**config.mk**
```make
export PLATFORM = sky130hd
export DESIGN_NAME = sng_burst_sched
export DESIGN_NICKNAME = d
export VERILOG_FILES = /design/src/rtl/sng_burst_sched.sv
export SDC_FILE = /design/constraint.sdc
export NUM_CORES = 1
export LEC_CHECK = 0
export CORE_ASPECT_RATIO = 1.25
export CORE_UTILIZATION = 49
export DETAILED_ROUTE_END_ITERATION = 7
export GPL_TIMING_DRIVEN = 1
export PLACE_DENSITY = 0.75
export SLEW_MARGIN = 25
export SYNTH_ARGS = -nofsm -noshare
export SYNTH_HDL_FRONTEND = slang
export SYNTH_HIERARCHICAL = 1
export SYNTH_SLANG_ARGS = --single-unit
```
**constraint.sdc**
```tcl
create_clock -name clk -period 3.1 [get_ports clk]
set_clock_uncertainty 0.2 [all_clocks]
set_input_delay 0.62 -clock clk [delete_from_list [all_inputs] [get_ports clk]]
set_output_delay 0.62 -clock clk [all_outputs]
set_load 0.05 [all_outputs]
```
**src/rtl/sng_burst_sched.sv**
```systemverilog
// Burst scheduler feeding weights to the SNG; 1-cycle accept-to-present latency through a small FIFO.
// Backpressure: s_ready is registered and drops when full or while a closed burst drains; flush has priority.
module sng_burst_fifo #(
  parameter int W     = 9,
  parameter int DEPTH = 4,
  localparam int AW   = $clog2(DEPTH),
  localparam int CW   = $clog2(DEPTH + 1)
) (
  input  logic          clk,
  input  logic          rst,
  input  logic          flush,
  input  logic          push,
  input  logic [W-1:0]  push_dat,
  input  logic          pop,
  output logic [W-1:0]  head_dat,
  output logic          empty,
  output logic [CW-1:0] level_nxt
);
  logic [W-1:0]  mem_q [DEPTH];
  logic [W-1:0]  mem_d [DEPTH];
  logic [AW-1:0] wr_ptr_q, wr_ptr_d;
  logic [AW-1:0] rd_ptr_q, rd_ptr_d;
  logic [CW-1:0] count_q, count_d;

  always_comb begin
    mem_d    = mem_q;
    wr_ptr_d = wr_ptr_q;
    rd_ptr_d = rd_ptr_q;
    count_d  = count_q;
    if (flush) begin
      wr_ptr_d = '0;
      rd_ptr_d = '0;
      count_d  = '0;
    end else begin
      if (push) begin
        mem_d[wr_ptr_q] = push_dat;
        wr_ptr_d        = wr_ptr_q + AW'(1);
      end
      if (pop) begin
        rd_ptr_d = rd_ptr_q + AW'(1);
      end
      count_d = count_q + CW'(push) - CW'(pop);
    end
  end

  always_ff @(posedge clk or posedge rst) begin
    if (rst) begin
      wr_ptr_q <= '0;
      rd_ptr_q <= '0;
      count_q  <= '0;
    end else begin
      wr_ptr_q <= wr_ptr_d;
      rd_ptr_q <= rd_ptr_d;
      count_q  <= count_d;
    end
  end

  // Storage needs no reset: the head is only observed while count is non-zero.
  always_ff @(posedge clk) begin
    mem_q <= mem_d;
  end

  assign head_dat  = mem_q[rd_ptr_q];
  assign empty     = (count_q == '0);
  assign level_nxt = count_d;
endmodule

module sng_burst_sched #(
  parameter int QUANT     = 8,
  parameter int DEPTH     = 4,
  parameter int PHASES    = 4,
  parameter int MAX_BURST = 255,
  localparam int PW       = $clog2(PHASES),
  localparam int LW       = $clog2(MAX_BURST + 1)
) (
  input  logic             clk,
  input  logic             rst,
  input  logic             flush,
  input  logic [QUANT-1:0] s_data,
  input  logic             s_valid,
  input  logic             s_last,
  output logic             s_ready,
  output logic [QUANT-1:0] m_data,
  output logic             m_valid,
  output logic             m_last,
  output logic [PW-1:0]    m_phase,
  input  logic             m_ready,
  output logic             burst_done,
  output logic [LW-1:0]    burst_len,
  output logic             busy
);
  localparam int CW = $clog2(DEPTH + 1);

  typedef enum logic [1:0] {S_IDLE, S_ACTIVE, S_CLOSE} state_t;

  state_t        state_q, state_d;
  logic          s_rdy_q, s_rdy_d;
  logic [PW-1:0] phase_q, phase_d;
  logic [LW-1:0] len_q, len_d;
  logic          mid_q, mid_d;
  logic          done_q, done_d;

  logic          push, pop;
  logic          fifo_empty;
  logic [QUANT:0] head;
  logic [CW-1:0] level_nxt;

  assign s_ready = s_rdy_q & ~flush;
  assign m_valid = ~fifo_empty;
  assign m_data  = m_valid ? head[QUANT-1:0] : '0;
  assign m_last  = m_valid & head[QUANT];
  assign push    = s_valid & s_ready;
  assign pop     = m_valid & m_ready;

  sng_burst_fifo #(
    .W     (QUANT + 1),
    .DEPTH (DEPTH)
  ) u_fifo (
    .clk       (clk),
    .rst       (rst),
    .flush     (flush),
    .push      (push),
    .push_dat  ({s_last, s_data}),
    .pop       (pop),
    .head_dat  (head),
    .empty     (fifo_empty),
    .level_nxt (level_nxt)
  );

  always_comb begin
    state_d = state_q;
    s_rdy_d = s_rdy_q;
    phase_d = phase_q;
    len_d   = len_q;
    mid_d   = mid_q;
    done_d  = 1'b0;
    if (flush) begin
      state_d = S_IDLE;
      s_rdy_d = 1'b1;
      phase_d = '0;
      len_d   = '0;
      mid_d   = 1'b0;
    end else begin
      unique case (state_q)
        S_IDLE:   if (push) state_d = s_last ? S_CLOSE : S_ACTIVE;
        S_ACTIVE: if (push && s_last) state_d = S_CLOSE;
        S_CLOSE:  if (pop && m_last) state_d = S_IDLE;
        default:  state_d = S_IDLE;
      endcase
      if (pop) begin
        phase_d = m_last ? '0 : phase_q + PW'(1);
        // mid_q marks that this burst already produced its first output word.
        if (!mid_q)                         len_d = LW'(1);
        else if (len_q != LW'(MAX_BURST))   len_d = len_q + LW'(1);
        mid_d  = ~m_last;
        done_d = m_last;
      end
      // Look ahead at next state/level so s_ready stays a pure flop output.
      s_rdy_d = (state_d != S_CLOSE) && (level_nxt != CW'(DEPTH));
    end
  end

  always_ff @(posedge clk or posedge rst) begin
    if (rst) begin
      state_q <= S_IDLE;
      s_rdy_q <= 1'b0;
      phase_q <= '0;
      len_q   <= '0;
      mid_q   <= 1'b0;
      done_q  <= 1'b0;
    end else begin
      state_q <= state_d;
      s_rdy_q <= s_rdy_d;
      phase_q <= phase_d;
      len_q   <= len_d;
      mid_q   <= mid_d;
      done_q  <= done_d;
    end
  end

  assign m_phase    = phase_q;
  assign burst_len  = len_q;
  assign burst_done = done_q;
  assign busy       = (state_q != S_IDLE);
endmodule

```
### Yosys cells after proc, flatten, opt, wreduce, memory -nomap -nowiden

Index checks and enable logic that the tools add are counted.

| operators by class | value |
|---|---|
| add/sub/neg operators | 6 |
| equal/unequal tests | 6 |
| multiplexer cells | 31 |
| $lt $le $gt $ge | 3 |
| reductions and logical operators | 11 |
| bitwise logic cells | 9 |

Operator list:

| operator | number |
|---|---|
| two-way mux 8 bit | 5 |
| bitwise mux 36 bit | 1 |
| two-way mux 9 bit | 3 |
| two-way mux 2 bit | 13 |
| binary-select mux 9 bit (select 2 bit) | 1 |
| demux 9 bit (select 2 bit) | 1 |
| adder 8 x 1 -> 8 bit (second input constant) | 1 |
| inequality test 8 bit (second input constant) | 1 |
| adder 2 x 1 -> 2 bit (second input constant) | 3 |
| greater-or-equal comparator 3 bit (second input constant) | 2 |
| inverter 2 -> 3 bit | 2 |
| one-hot mux 2 bit (3 select lines) | 1 |
| nonzero test 2 bit | 3 |
| two-way mux 1 bit | 5 |
| bitwise AND 1 bit | 4 |
| logical AND 1 bit | 4 |
| AND reduction 2 bit | 2 |
| adder 3 x 1 -> 3 bit | 1 |
| zero test 3 bit | 1 |
| < comparator 3 x 1 -> 1 bit (second input constant) | 1 |
| two-way mux 3 bit | 1 |
| inequality test 3 x 2 -> 1 bit (second input constant) | 1 |
| inequality test 3 bit (second input constant) | 1 |
| inverter 1 bit | 3 |
| 5 further kinds | 5 |

| word-level totals | value |
|---|---|
| input bits | 14 |
| output and inout port bits | 23 |
| flip-flop bits (word level) | 58 |
| word-level logic and storage cells | 79 |

### Logic depth before layout (Yosys ltp)

| depth | value |
|---|---|
| depth in word-level cells | 12 |
| depth in mapped cells | 13 |
| gate-level depth less buffers | 12 |

### Modules after synthesis

Netlist, hierarchy kept.

By module, submodules not included:

| module | cells an instance | seq. area each (um^2) | instances | area each (um^2) |
|---|---|---|---|---|
| sng_burst_fifo | 86 | 1256.2 | 1 | 1734.2 |
| sng_burst_sched | 98 | 375.4 | 1 | 867.1 |

### Worst setup path before layout

No wires, ideal clock.

| path | value |
|---|---|
| kind | reg2reg |
| from | reg u_fifo.count_q[1] |
| to | reg s_rdy_q |
| cell stages (with the launch flop) | 14 |
| data required time | 2.773 ns |
| path slack | 0.147 ns |
| period minus slack after synthesis | 2.953 ns |
| arrival time | 2.627 ns |
| library setup time | 0.127 ns |
| path buffers | 1 |
| cells stage by stage | dfrtp_1 -> nor3_1 -> nand2b_4 -> clkinv_1 -> clkbuf_1 -> ha_1 -> inv_1 -> ha_1 -> inv_1 -> fa_1 -> xnor3_1 -> nor2_1 -> nor4b_1 -> nor2_1 |

| on the way | value |
|---|---|
| elaborated cells between the ends (all ways) | 15 |
| classes of those cells | 2 x add/sub; 2 x eq/ne; 5 x mux; 3 x bitwise; 3 x reduce/logical |

RTL lines:

| item | RTL line | RTL |
|---|---|---|
| start: declaration | 23 | `logic [CW-1:0] count_q, count_d;` |
| start signal: assignment | 54 | `count_q <= count_d;` |
| zero test 3 bit | 64 | `assign empty = (count_q == '0);` |
| via fifo_empty | 104 | `logic fifo_empty;` |
| inverter 1 bit | 109 | `assign m_valid = ~fifo_empty;` |
| bitwise AND 1 bit | 113 | `assign pop = m_valid & m_ready;` |
| via pop | 103 | `logic push, pop;` |
| subtractor 3 x 1 -> 3 bit | 42 | `count_d = count_q + CW'(push) - CW'(pop);` |
| two-way mux 3 bit | 30 | `if (flush) begin` |
| via level_nxt[2] | 106 | `logic [CW-1:0] level_nxt;` |
| inequality test 3 bit | 159 | `s_rdy_d = (state_d != S_CLOSE) && (level_nxt != CW'(DEPTH));` |
| logical AND 1 bit | 159 |  |
| two-way mux 1 bit | 137 | `if (flush) begin` |
| via s_rdy_d | 97 | `logic s_rdy_q, s_rdy_d;` |
| end signal: assignment | 173 | `s_rdy_q <= s_rdy_d;` |
| end: declaration | 97 |  |

The timed path passes the listed nets, and every way through them passes these cells. The select of a mux whose other input is x is not followed.
A chain may end at the register's enable or synchronous reset.

### Worst setup path after layout

| path | value |
|---|---|
| from | reg u_fifo.rd_ptr_q[0] |
| to | out m_data[1] |

| on the way | value |
|---|---|
| word-level cells in the longest chain between the ends | 5 |

RTL lines:

| item | RTL line | RTL |
|---|---|---|
| start: declaration | 22 | `logic [AW-1:0] rd_ptr_q, rd_ptr_d;` |
| start signal: assignment | 53 | `rd_ptr_q <= rd_ptr_d;` |
| inverter 2 -> 3 bit (implied by the code) | 63 | `assign head_dat = mem_q[rd_ptr_q];` |
| binary-select mux 9 bit (select 2 bit) | 63 |  |
| two-way mux 9 bit (implied by the code) (2 in a row) | 63 |  |
| via head[1] | 105 | `logic [QUANT:0] head;` |
| two-way mux 8 bit | 110 | `assign m_data = m_valid ? head[QUANT-1:0] : '0;` |
| end: declaration | 83 | `output logic [QUANT-1:0] m_data,` |

The timed path passes the listed nets, and every way through them passes these cells. The select of a mux whose other input is x is not followed.

==> summary.txt <==
Via count - 1576
Design area - 3270 sq um
Post-CTS setup buffer count - 0
CP startpoint - u_fifo/rd_ptr_q[0]
# hold bufs at CTS - 0
Critical path, cell by cell - buf_4 -> mux4_1 -> nor2b_1 -> buf_4
Buffers on Ports - 36
CP Buf/Inv Count - 2
Ratio of cells with drive above 1 in the final layout - 19.6%
Area of the mapped netlist - 2600 sq um
First-pass GRT wire length - 7500 um
Via/cell ratio - 5.31
Startpoint Class - register
Clk pin slew, worst setup/hold paths - 0.06 ns
Ys async rst share - 37.9%
Vias in the first global route - 1593
Placer Congestion - 0.731
Area delta synth->final - 25.5%
Number of synthesized flops with an enable pin - 36
Worst hold slack - 0.275 ns
Detailed-route DRC error count - 0
Place WS - -0.00496 ns
Power per cell area - 832 nW/um^2
Min-delay worst type - reg -> reg
Outcome - finished clean
Initial antenna violation count - 0
Setup repair after global routing missed its margin - no
Busiest grt layer - met2
Post-Layout Cell Count - 297
Share of total power in the clock network - 29.6%
Core ar. - 5080 sq um
Initial DRT Pass Iterations - 4
Die Area - 5610 sq um
GR Util met1 - 22.3%
Worst-Margin Slew - 0.617 ns
WL/cell - 14.8 um
Crit. End Element - output port
Clock root buffer - clkbuf_8
Global Route Usage Sum - 18.9%
F_max - 356 MHz
Pin count of the biggest net entering global routing - 26
Met3 usage - 4.10%
Reg2Reg Depth - 12
RR Endpoint - s_rdy_q
Post-placement cell count - 281
Final Power - 2.72 mW
CP Class - reg -> out
Peak supply drop - 0.000532 V
Met2 Usage GRT - 30.5%
H-tree depth - 3
Final critical-path setup slack - 0.288 ns
Max Cap Violations - 0
Post-synthesis cell count - 184
RR Startpoint - u_fifo/count_q[1]
Die Y - 83.5 um
CP max FO - 7
Placed inst area - 3030 sq um
Net Sw Frac - 34.2%
Reg power frac - 35.1%
Minimum clock period after layout - 2.81 ns
Internal power - 1.79 mW
WHS Path Cells - 1
Commonest non-fill, non-tap cells in the layout - 36 x edfxtp_1, 25 x clkdlybuf4s50_1, 22 x dfrtp_1, 17 x nor2_1, 16 x buf_4
Final HPWL DP - 3050 um
Delay-heaviest family, CP - multiplexers
Hold Path Origin - state_q[1]
Iter 0 DRT Violations - 43
Max incr delay on CP - 0.55 ns
Final setup TNS - 0 ns
CTS resizes - 0
# setup viols final - 0
CTS tree - done
TritonCTS Buffers - 9
Slowest CP cell - mux4_1
Chip width - 67.2 um
Worst reg2reg setup slack - 0.30 ns
Max-slew headroom - 58.8%
Antenna Nets Post-Route - 0
Fin util - 64.3%
Avg Cell Area, Syn - 14.1 sq um
Yosys warning total - 6
Leakage - 1.24 nW
Top FF cell, synth - edfxtp_1
Commonest non-fill, non-tap cell in the layout - edfxtp_1
Endpoints failing hold - 0
CP Data Required Time - 2.28 ns
Syn nets - 206
Initial cell density of the core - 51.2%
Comb pwr share - 35.3%
GRT overflow - 0
Nets@finish - 252
CTS max path bufs - 2
Data arrival, critical path - 1.99 ns
WL final - 4400 um
Skew-Pair Late Insertion Delay - 0.32 ns
CTS Sinks - 58
Io pins - 37
Fillers - 401
Sequential fraction of the synthesis area - 62.7%
Flops & latches, synth - 58
Sw Pwr - 0.929 mW
Synth unique cells - 43
Fin crit share - 90.7%
Critical path's most frequent cell - buf_4
Max-slew violations - 0
Number of diodes - 0
Rows - 29
Worst Hold End - state_q[0]
logic make-up (layout without fill, tap and decap cells):
| group | Yosys count | count (layout) | synth area share (%) |
|---|---|---|---|
| and+or+nand+nor | 63 | 63 | 13.7 |
| xor gates and xnor gates | 3 | 3 | 1.54 |
| muxes | 12 | 12 | 9.28 |
| AOI/OAI and AO/OA | 23 | 23 | 5.87 |
| DFF | 58 | 58 | 62.7 |
| buffers and inverters | 17 | 68 | 2.79 |
| adders and majority gates | 8 | 8 | 4.14 |
per-layer routing:
metal | routed length [um] | share of wire [%] | vias up
met5 | 0 | 0 | -
met4 | 133 | 3.0 | 0
met3 | 114 | 2.6 | 9
met2 | 2290 | 52 | 27
met1 | 1870 | 42 | 765
li1 | - | - | 775
sequential cells by signal (all words and copies together), names as in the netlist:
register and count:
u_fifo/rd_ptr_q 2, m_phase 2, u_fifo/count_q 3, s_rdy_q 1, u_fifo/wr_ptr_q 2, mid_q 1
burst_len 8, u_fifo/mem_q 36, burst_done 1, state_q 2
power by group through the flow:
stage	clock, mW	sequential [mW]	combinational [mW]
4_1_cts	0.818	0.955	0.972
6_report	0.804	0.954	0.960
5_1_grt	0.844	0.966	1.03
3_5_place_dp	0	0.971	0.971
2_1_floorplan	0	0.970	0.685
3_3_place_gp	0	0.971	0.958
how the worst max path moves through the flow:
stage	slack, ns	cells after the start	endpoint
finish	0.29	4	m_data[1]
global route	0.04	12	s_rdy_q
CTS	0.25	4	m_data[1]
detailed placement	-0.005	12	s_rdy_q
global placement	0.07	12	s_rdy_q
floorplan	0.15	13	s_rdy_q
area by class of cell:
type / instances / area [sq um] / area share, %
Sequential cell: 58 / 1630 / 50.0
Inverter: 10 / 37.5 / 1.15
Tap cell: 62 / 77.6 / 2.38
Clock buffer: 9 / 124 / 3.79
Timing Repair Buffer: 42 / 390 / 12.0
Clock inverter: 7 / 108 / 3.30
Multi-Input combinational cell: 109 / 897 / 27.5
cells in the mapped netlist, drive strengths merged (2+ instances only):
library cell,n,area share [%]
xnor2,2,0.67
nor2,17,2.5
nor3b,2,0.58
and2,4,0.96
a31oi,2,0.48
nand3b,3,0.87
ha,7,3.4
inv,9,1.3
edfxtp,36,42
o31ai,2,0.58
dfrtp,22,21
a21oi,7,1.3
mux2i,2,0.77
nand3,5,1.2
nor2b,12,2.9
o21ai,4,0.77
buf,3,0.77
and3,3,0.82
mux4,9,8.1
nor3,5,0.96
nand2b,2,0.77
nand2,5,0.72
a211oi,5,1.6
clkbuf,4,0.58
Power figures use the tool's default switching activity.
